`config.mk`:
```
export PLATFORM = sky130hd
export DESIGN_NAME = i2c_poll_sequencer
export DESIGN_NICKNAME = d
export VERILOG_FILES = /design/src/rtl/i2c_poll_sequencer.sv
export SDC_FILE = /design/constraint.sdc
export NUM_CORES = 1
export LEC_CHECK = 0
export CAP_MARGIN = 20
export CORE_MARGIN = 4
export CORE_UTILIZATION = 40
export DETAILED_ROUTE_END_ITERATION = 7
export GPL_ROUTABILITY_DRIVEN = 1
export PLACE_DENSITY = 0.66
export RECOVER_POWER = 50
export SYNTH_ARGS = -nofsm -noshare
export SYNTH_HDL_FRONTEND = slang
export SYNTH_SLANG_ARGS = --single-unit
```
`constraint.sdc`:
```
create_clock -name clk -period 3.97 [get_ports clk]
set_input_delay 0.794 -clock clk [delete_from_list [all_inputs] [get_ports clk]]
set_output_delay 0.794 -clock clk [all_outputs]
set_load 0.02 [all_outputs]
```
`src/rtl/i2c_poll_sequencer.sv`:
```
// i2c_poll_sequencer
// Polls one power-monitor device through an i2c_master ena/busy handshake.
// Each sweep reads NUM_REGS 16-bit registers (pointer write, repeated start,
// two read bytes) and reports every register on a one-cycle result strobe.
//
// Ports
//   clk, rst        system clock, synchronous active-high reset
//   enable          periodic polling on; 0 stops the sweep after the current register
//   trig            one-cycle request for an immediate sweep
//   i2c_ena/addr/rw/data_wr   command handshake towards i2c_master
//   i2c_busy/data_rd/ack_error status and read data from i2c_master
//   res_valid       one-cycle strobe qualifying res_idx/res_data/res_err
//   sweep_done      one-cycle strobe after the last register of a sweep
//   overrun         one-cycle strobe when a request is dropped
module i2c_poll_sequencer #(
    parameter logic [6:0]  DEV_ADDR  = 7'h40,
    parameter logic [7:0]  REG_BASE  = 8'h01,
    parameter int unsigned NUM_REGS  = 4,
    parameter int unsigned IDXW      = 2,
    parameter int unsigned POLL_DIV  = 1_000_000,
    parameter int unsigned TIMEOUT   = 65_535,
    parameter int unsigned MAX_RETRY = 2
) (
    input  logic            clk,
    input  logic            rst,
    input  logic            enable,
    input  logic            trig,
    output logic            i2c_ena,
    output logic [6:0]      i2c_addr,
    output logic            i2c_rw,
    output logic [7:0]      i2c_data_wr,
    input  logic            i2c_busy,
    input  logic [7:0]      i2c_data_rd,
    input  logic            i2c_ack_error,
    output logic            res_valid,
    output logic [IDXW-1:0] res_idx,
    output logic [15:0]     res_data,
    output logic            res_err,
    output logic            sweep_done,
    output logic            overrun
);

    localparam int unsigned CW  = 32;
    localparam int unsigned RTW = (MAX_RETRY < 1) ? 1 : $clog2(MAX_RETRY + 1);

    typedef enum logic [2:0] {
        S_IDLE,
        S_PTR,
        S_RD,
        S_DONE_WAIT,
        S_ABORT,
        S_NEXT
    } state_t;

    state_t          state_q, state_d;
    logic [IDXW-1:0] idx_q, idx_d;
    logic [RTW-1:0]  retry_q, retry_d;
    logic [1:0]      bcnt_q, bcnt_d;
    logic [CW-1:0]   timer_q, timer_d;
    logic [CW-1:0]   poll_q, poll_d;
    logic            pending_q, pending_d;
    logic            busy_q;
    logic [7:0]      msb_q, msb_d;
    logic [7:0]      lsb_q, lsb_d;
    logic            ack_q, ack_d;

    logic            ena_d, rw_d;
    logic [7:0]      data_wr_d;
    logic            res_valid_d, res_err_d, sweep_done_d, overrun_d;
    logic [IDXW-1:0] res_idx_d;
    logic [15:0]     res_data_d;

    logic            tick_c, req_c, busy_rise_c, busy_fall_c, edge_c, timeout_c, launch_c;

    assign i2c_addr = DEV_ADDR;

    // Next-state, datapath and registered-output values
    always_comb begin
        state_d      = state_q;
        idx_d        = idx_q;
        retry_d      = retry_q;
        bcnt_d       = bcnt_q;
        timer_d      = timer_q;
        pending_d    = pending_q;
        msb_d        = msb_q;
        lsb_d        = lsb_q;
        ack_d        = ack_q;
        ena_d        = i2c_ena;
        rw_d         = i2c_rw;
        data_wr_d    = i2c_data_wr;
        res_valid_d  = 1'b0;
        res_idx_d    = res_idx;
        res_data_d   = res_data;
        res_err_d    = res_err;
        sweep_done_d = 1'b0;
        overrun_d    = 1'b0;
        launch_c     = 1'b0;

        // Sweep tick timer, held at zero while polling is off
        tick_c = enable && (poll_q == CW'(POLL_DIV - 1));
        poll_d = (!enable || tick_c) ? '0 : poll_q + CW'(1);
        req_c  = tick_c | trig;

        busy_rise_c = i2c_busy & ~busy_q;
        busy_fall_c = ~i2c_busy & busy_q;
        edge_c      = busy_rise_c | busy_fall_c;
        timeout_c   = !edge_c && (timer_q == CW'(TIMEOUT - 1));

        // One request may wait while a sweep runs; a second one is dropped
        if (state_q != S_IDLE && req_c) begin
            if (pending_q) begin
                overrun_d = 1'b1;
            end else begin
                pending_d = 1'b1;
            end
        end

        if (state_q == S_PTR || state_q == S_RD || state_q == S_DONE_WAIT) begin
            timer_d = edge_c ? '0 : timer_q + CW'(1);
        end

        case (state_q)
            S_IDLE: begin
                if (req_c || pending_q) begin
                    pending_d = 1'b0;
                    idx_d     = '0;
                    retry_d   = '0;
                    launch_c  = 1'b1;
                end
            end
            S_PTR: begin
                if (timeout_c) begin
                    ena_d   = 1'b0;
                    state_d = S_ABORT;
                end else if (busy_rise_c) begin
                    // Pointer write accepted: queue the read for the repeated start
                    bcnt_d  = 2'd1;
                    rw_d    = 1'b1;
                    state_d = S_RD;
                end
            end
            S_RD: begin
                if (timeout_c) begin
                    ena_d   = 1'b0;
                    state_d = S_ABORT;
                end else if (busy_rise_c) begin
                    if (bcnt_q == 2'd1) begin
                        bcnt_d = 2'd2;
                    end else if (bcnt_q == 2'd2) begin
                        // Second read accepted: first byte is on data_rd, end after this one
                        msb_d   = i2c_data_rd;
                        bcnt_d  = 2'd3;
                        ena_d   = 1'b0;
                        state_d = S_DONE_WAIT;
                    end
                end
            end
            S_DONE_WAIT: begin
                if (timeout_c) begin
                    ena_d   = 1'b0;
                    state_d = S_ABORT;
                end else if (busy_fall_c) begin
                    lsb_d   = i2c_data_rd;
                    ack_d   = i2c_ack_error;
                    state_d = S_NEXT;
                end
            end
            S_ABORT: begin
                // Stalled transfer is treated like a NACK once the master is idle
                if (!i2c_busy) begin
                    ack_d   = 1'b1;
                    state_d = S_NEXT;
                end
            end
            S_NEXT: begin
                if (ack_q && (retry_q < RTW'(MAX_RETRY))) begin
                    retry_d  = retry_q + RTW'(1);
                    launch_c = 1'b1;
                end else begin
                    res_valid_d = 1'b1;
                    res_idx_d   = idx_q;
                    res_err_d   = ack_q;
                    res_data_d  = ack_q ? 16'h0000 : {msb_q, lsb_q};
                    retry_d     = '0;
                    if (idx_q == IDXW'(NUM_REGS - 1)) begin
                        sweep_done_d = 1'b1;
                        idx_d        = '0;
                        state_d      = S_IDLE;
                    end else if (!enable) begin
                        idx_d   = '0;
                        state_d = S_IDLE;
                    end else begin
                        idx_d    = idx_q + IDXW'(1);
                        launch_c = 1'b1;
                    end
                end
            end
            default: begin
                state_d = S_IDLE;
            end
        endcase

        // Start a register attempt: pointer write for idx_d
        if (launch_c) begin
            state_d   = S_PTR;
            ena_d     = 1'b1;
            rw_d      = 1'b0;
            data_wr_d = REG_BASE + 8'(idx_d);
            bcnt_d    = 2'd0;
            timer_d   = '0;
        end
    end

    // State and output registers
    always_ff @(posedge clk) begin
        if (rst) begin
            state_q     <= S_IDLE;
            idx_q       <= '0;
            retry_q     <= '0;
            bcnt_q      <= '0;
            timer_q     <= '0;
            poll_q      <= '0;
            pending_q   <= 1'b0;
            busy_q      <= 1'b0;
            msb_q       <= '0;
            lsb_q       <= '0;
            ack_q       <= 1'b0;
            i2c_ena     <= 1'b0;
            i2c_rw      <= 1'b0;
            i2c_data_wr <= '0;
            res_valid   <= 1'b0;
            res_idx     <= '0;
            res_data    <= '0;
            res_err     <= 1'b0;
            sweep_done  <= 1'b0;
            overrun     <= 1'b0;
        end else begin
            state_q     <= state_d;
            idx_q       <= idx_d;
            retry_q     <= retry_d;
            bcnt_q      <= bcnt_d;
            timer_q     <= timer_d;
            poll_q      <= poll_d;
            pending_q   <= pending_d;
            busy_q      <= i2c_busy;
            msb_q       <= msb_d;
            lsb_q       <= lsb_d;
            ack_q       <= ack_d;
            i2c_ena     <= ena_d;
            i2c_rw      <= rw_d;
            i2c_data_wr <= data_wr_d;
            res_valid   <= res_valid_d;
            res_idx     <= res_idx_d;
            res_data    <= res_data_d;
            res_err     <= res_err_d;
            sweep_done  <= sweep_done_d;
            overrun     <= overrun_d;
        end
    end

endmodule

```
==> impl_summary.txt <==
----------------------------------------------------
[Yosys]
  Yosys cell types ... 53
  Sequential fraction of the synthesis area ... about 45%
  Cell count after synthesis ... about 630
  Flip-flop and latch count after synthesis ... 119
  Area of the mapped netlist ... approximately 5300 µm²
  Cell types with the largest area share after synthesis ... sky130_fd_sc_hd__dfxtp_1, sky130_fd_sc_hd__nor2_1, sky130_fd_sc_hd__xnor2_1
  Top-area cell type share of the netlist area ... approximately 45%
  Ys async rst share ... 0%
  Synth warn ... 0
  Number of enable flip-flop cells after synthesis ... 0
  Syn_area_per_cell ... 8.50 µm²
  Cell taking the most area after synthesis ... sky130_fd_sc_hd__dfxtp_1
  Synth Flop Type ... sky130_fd_sc_hd__dfxtp_1

[Pwr]
  Leak pwr ... 2.25 nW
  Switch share ... between 20 and 25%
  Flop pwr share ... a little over two fifths
  Net switching component of the power ... approximately 0.00062 W
  Share of power burned in the clock network ... about 53%
  Combinational share of power ... about 4.6%
  Cell internal pwr ... between 0.002 and 0.0025 W
  Power per unit of standard cell area ... about 450 nW/µm²
  VDD IR max ... 0.000274 V

[Critical path]
  Worst-path cell chain ... dlygate4sd3_1, clkbuf_1, o31ai_1
  Number of cells on the critical path ... 3
  Crit path buf inv count ... 2
  Cell class contributing the biggest share of worst-path delay ... buffers and inverters
  Max stage delay on crit path ... 1.52 ns
  Endpoint class of the critical path ... flop
  Worst Setup Start Kind ... primary input
  Worst Path Class, Setup ... primary input to flop
  Logic depth of the worst register-to-register path ... 6
  Critical path required time ... 4.19 ns
  Crit path max fanout ... 47
  Worst path arrival time ... 3.11 ns
  Slowest CP cell ... sky130_fd_sc_hd__clkbuf_1

[STA]
  Setup skew after layout ... about 0.01 ns
  Post-route setup slack ... roughly 1.1 ns
  Final setup violation count ... 0
  Max-slew violation count ... 48
  Unrepaired setup endpoints after global routing ... no
  Sum Neg Setup Slack ... 0 ns
  Number of hold-slack violations in the final timing report ... 0
  Minimum clock period after layout ... slightly below 3 ns
  Worst slew margin ... -41.8%
  Share of the clock period used by the worst path ... 72.8%
  Worst slew pin tran ... ~2.1 ns
  Timing-limited maximum frequency ... 346 MHz

[Clock network]
  Number of levels the H-tree was split into ... 4
  TritonCTS clock tree ... yes
  Total setup buffers inserted after CTS ... 0
  Hold_buf cts ... 0
  Clock tree sinks ... ~120
  Clock Root Buffer ... sky130_fd_sc_hd__clkbuf_16
  Latest clock arrival within the worst-skew pair ... 0.42 ns
  Number of buffers between clock root and the deepest sink ... 2
  Number of gates resized after cts ... 0
  Cts bufs inserted ... 17
  Clk pin slew, worst setup/hold paths ... roughly 0.06 ns

[Die]
  Die width ... ~120 µm
  Total die area ... around 15000 µm²
  Number of top-level pins ... 53
  Die boundary height ... roughly 120 µm
  Rows ... a little over 40
  Placeable core region ... roughly 13000 µm²
  Effective utilization at floorplan ... between 40% and 50%

[GRT]
  Maximum number of pins on one net before global-route repair ... 48
  Number of global-route vias before repair ... approximately 4200
  Number of antenna violations at the first check in global routing ... 0
  Aggregate global-route resource usage ... 16.4%
  First-pass GRT wire length ... about 20000 µm
  GRT overflow ... 0

[Placed design]
  Global placement routability congestion ... ~0.87
  IO Port Bufs ... 40
  Placement-stage worst setup slack ... approximately 0.78 ns
  Dpl hpwl ... 8040 µm

[Drt]
  Detailed Route WL ... 11800 µm
  Average routed wire per standard cell ... 14.1 µm
  Via total after detailed routing ... 4469
  Remaining antenna violation count after routing ... 0
  First-pass detailed-route iteration total ... 5
  Via density per instance ... about 5.3
  Number of DRC markers in iteration 0 ... around 360
  Number of remaining DRC errors ... 0

[Flow run]
  Max-cap viol count ... 1

[Hold path]
  Number of cells on the worst hold path ... 2
  Kind of path behind the tightest hold check ... flop to flop

[Final layout]
  Layout cell share with drive strength beyond 1 ... between 6 and 7%
  Inserted Diodes ... 0
  Fin nets ... a little under 700
  Storage element area ... 2380 µm²
  Filler cell count in the final layout ... about 1200
  Area growth from synthesis to final layout ... 19.5%
  Multi-input combinational cell area ... between 2000 and 3000 µm²

[Outcome]
  Violated checks ... max-capacitance violations, max-slew violations
  Run status ... finished with violations

----------------------------------------------------
[cell usage in the layout (no fill, tap or decap), types with 2 or more instances in the layout]
cell type,synthesis,final
sky130_fd_sc_hd__nand3b_1,4,4
sky130_fd_sc_hd__a211oi_1,2,2
sky130_fd_sc_hd__or2_2,2,2
sky130_fd_sc_hd__xor2_1,28,28
sky130_fd_sc_hd__bufinv_16,0,2
sky130_fd_sc_hd__nor2b_1,3,3
sky130_fd_sc_hd__buf_4,12,5
sky130_fd_sc_hd__and4_1,9,9
sky130_fd_sc_hd__and2_1,7,5
sky130_fd_sc_hd__nor3_1,21,21
sky130_fd_sc_hd__and3_1,8,8
sky130_fd_sc_hd__o21ai_0,14,14
sky130_fd_sc_hd__conb_1,2,12
sky130_fd_sc_hd__a21oi_1,34,34
sky130_fd_sc_hd__clkbuf_8,1,3
sky130_fd_sc_hd__and2_0,0,2
sky130_fd_sc_hd__xnor2_1,31,31
sky130_fd_sc_hd__or3_1,5,5
sky130_fd_sc_hd__clkinvlp_4,0,3
sky130_fd_sc_hd__a22oi_1,17,17
sky130_fd_sc_hd__nand3_1,39,39
sky130_fd_sc_hd__inv_1,14,14
sky130_fd_sc_hd__nor2_1,99,99
sky130_fd_sc_hd__nand4_1,25,25
sky130_fd_sc_hd__dlygate4sd3_1,0,28
sky130_fd_sc_hd__nor4_1,12,12
sky130_fd_sc_hd__clkbuf_1,24,4
sky130_fd_sc_hd__clkbuf_16,0,17
sky130_fd_sc_hd__dfxtp_1,119,119
sky130_fd_sc_hd__clkdlybuf4s50_1,0,12
sky130_fd_sc_hd__nand2_1,46,46
sky130_fd_sc_hd__nand2b_1,3,3
sky130_fd_sc_hd__ha_1,7,7
sky130_fd_sc_hd__and3_2,2,2
sky130_fd_sc_hd__or4_1,6,6
sky130_fd_sc_hd__a311oi_1,3,3
[state kept, by name, indices dropped and copies added, names as in the netlist, 2 cells and up]
signal / count
poll_q: 32
timer_q: 32
res_data: 16
lsb_q: 8
msb_q: 8
i2c_data_wr: 3
state_q: 3
bcnt_q: 2
idx_q: 2
res_idx: 2
retry_q: 2
[path summary, 6_finish.rpt]
path,start,endpoint,slack (ns)
min reg2reg,pending_q$_SDFF_PP0_,overrun$_SDFF_PP0_,0.45
max reg2reg,poll_q[21]$_SDFF_PP0_,timer_q[6]$_SDFFE_PP0P_,1.22
max,rst,i2c_data_wr[0]$_SDFFE_PP0P_,1.08
min,pending_q$_SDFF_PP0_,overrun$_SDFF_PP0_,0.45
[worst min-delay path: cells and delay by family (launching register included)]
family             cells  cell delay, ns
and+or+nand+nor        1            0.06
AOI/OAI and AO/OA      1            0.03
DFF                    1            0.31
[synthesized netlist by cell type, types with 2 or more instances]
cell type and n:
sky130_fd_sc_hd__and3_1 8, sky130_fd_sc_hd__inv_1 14, sky130_fd_sc_hd__nand2b_1 3, sky130_fd_sc_hd__nand3_1 39, sky130_fd_sc_hd__nand2_1 46, sky130_fd_sc_hd__buf_4 12, sky130_fd_sc_hd__a311oi_1 3, sky130_fd_sc_hd__and2_1 7
sky130_fd_sc_hd__xor2_1 28, sky130_fd_sc_hd__a211oi_1 2, sky130_fd_sc_hd__nand3b_1 4, sky130_fd_sc_hd__dfxtp_1 119, sky130_fd_sc_hd__or2_2 2, sky130_fd_sc_hd__nor4_1 12, sky130_fd_sc_hd__buf_6 5, sky130_fd_sc_hd__o21ai_0 14
sky130_fd_sc_hd__conb_1 2, sky130_fd_sc_hd__nand4_1 25, sky130_fd_sc_hd__nor2_1 99, sky130_fd_sc_hd__or4_1 6, sky130_fd_sc_hd__and4_1 9, sky130_fd_sc_hd__a21oi_1 34, sky130_fd_sc_hd__xnor2_1 31, sky130_fd_sc_hd__and3_2 2
sky130_fd_sc_hd__nor2b_1 3, sky130_fd_sc_hd__clkbuf_1 24, sky130_fd_sc_hd__ha_1 7, sky130_fd_sc_hd__a22oi_1 17, sky130_fd_sc_hd__or3_1 5, sky130_fd_sc_hd__nor3_1 21
[cell families (layout without fill, tap and decap cells)]
| family | count (synthesis) | count (layout) | synth area share, % |
|---|---|---|---|
| XOR/XNOR | 59 | 59 | 9.71 |
| other | 2 | 12 | 0.141 |
| adder cells (fa/ha/maj) | 7 | 7 | 1.65 |
| AO/OA/AOI/OAI | 82 | 82 | 9.76 |
| AND/OR/NAND/NOR | 300 | 300 | 28.2 |
| flip-flops | 119 | 119 | 44.8 |
| buffers and inverters | 57 | 91 | 5.76 |
[cell type report]
cell class | count | area share [%]
multi-input cells | 460 | 42.1
flip-flops and latches | 119 | 37.5
clock buffers | 23 | 7.52
repair buffers | 47 | 7.18
well taps | 172 | 3.38
clock inverters | 7 | 1.52
inverters | 14 | 0.826
[routing by layer]
metal | up-vias | wire (µm) | GRT usage (%)
met5 | - | 0 | 0
met4 | 0 | 225 | 7.54
met3 | 21 | 663 | 5.63
met2 | 101 | 5620 | 26.4
met1 | 2118 | 5330 | 19.8
li1 | 2229 | - | -
[power by group through the flow]
stage	sequential (W)	combinational (W)	clock [W]
after floorplan	0.00124	0.0000980	0
after global placement	0.00124	0.000127	0
after detailed placement	0.00124	0.000132	0
after CTS	0.00122	0.000132	0.00152
after global routing	0.00122	0.000144	0.00158
final	0.00122	0.000130	0.00149
[stage by stage]
stage          power [W]  hold WS (ns)  util [%]  instance area [µm²]  cells
6_report         0.00284         0.451      49.6                 6360    842
5_1_grt          0.00294         0.463      49.6                 6360    842
4_1_cts          0.00287         0.452      49.6                 6350    841
3_5_place_dp     0.00137         0.444      45.1                 5780    811
3_3_place_gp     0.00137         0.439      45.0                 5770    810
2_1_floorplan    0.00134         0.424         -                 5360    636
No activity file was read; power rests on OpenSTA's default activity.
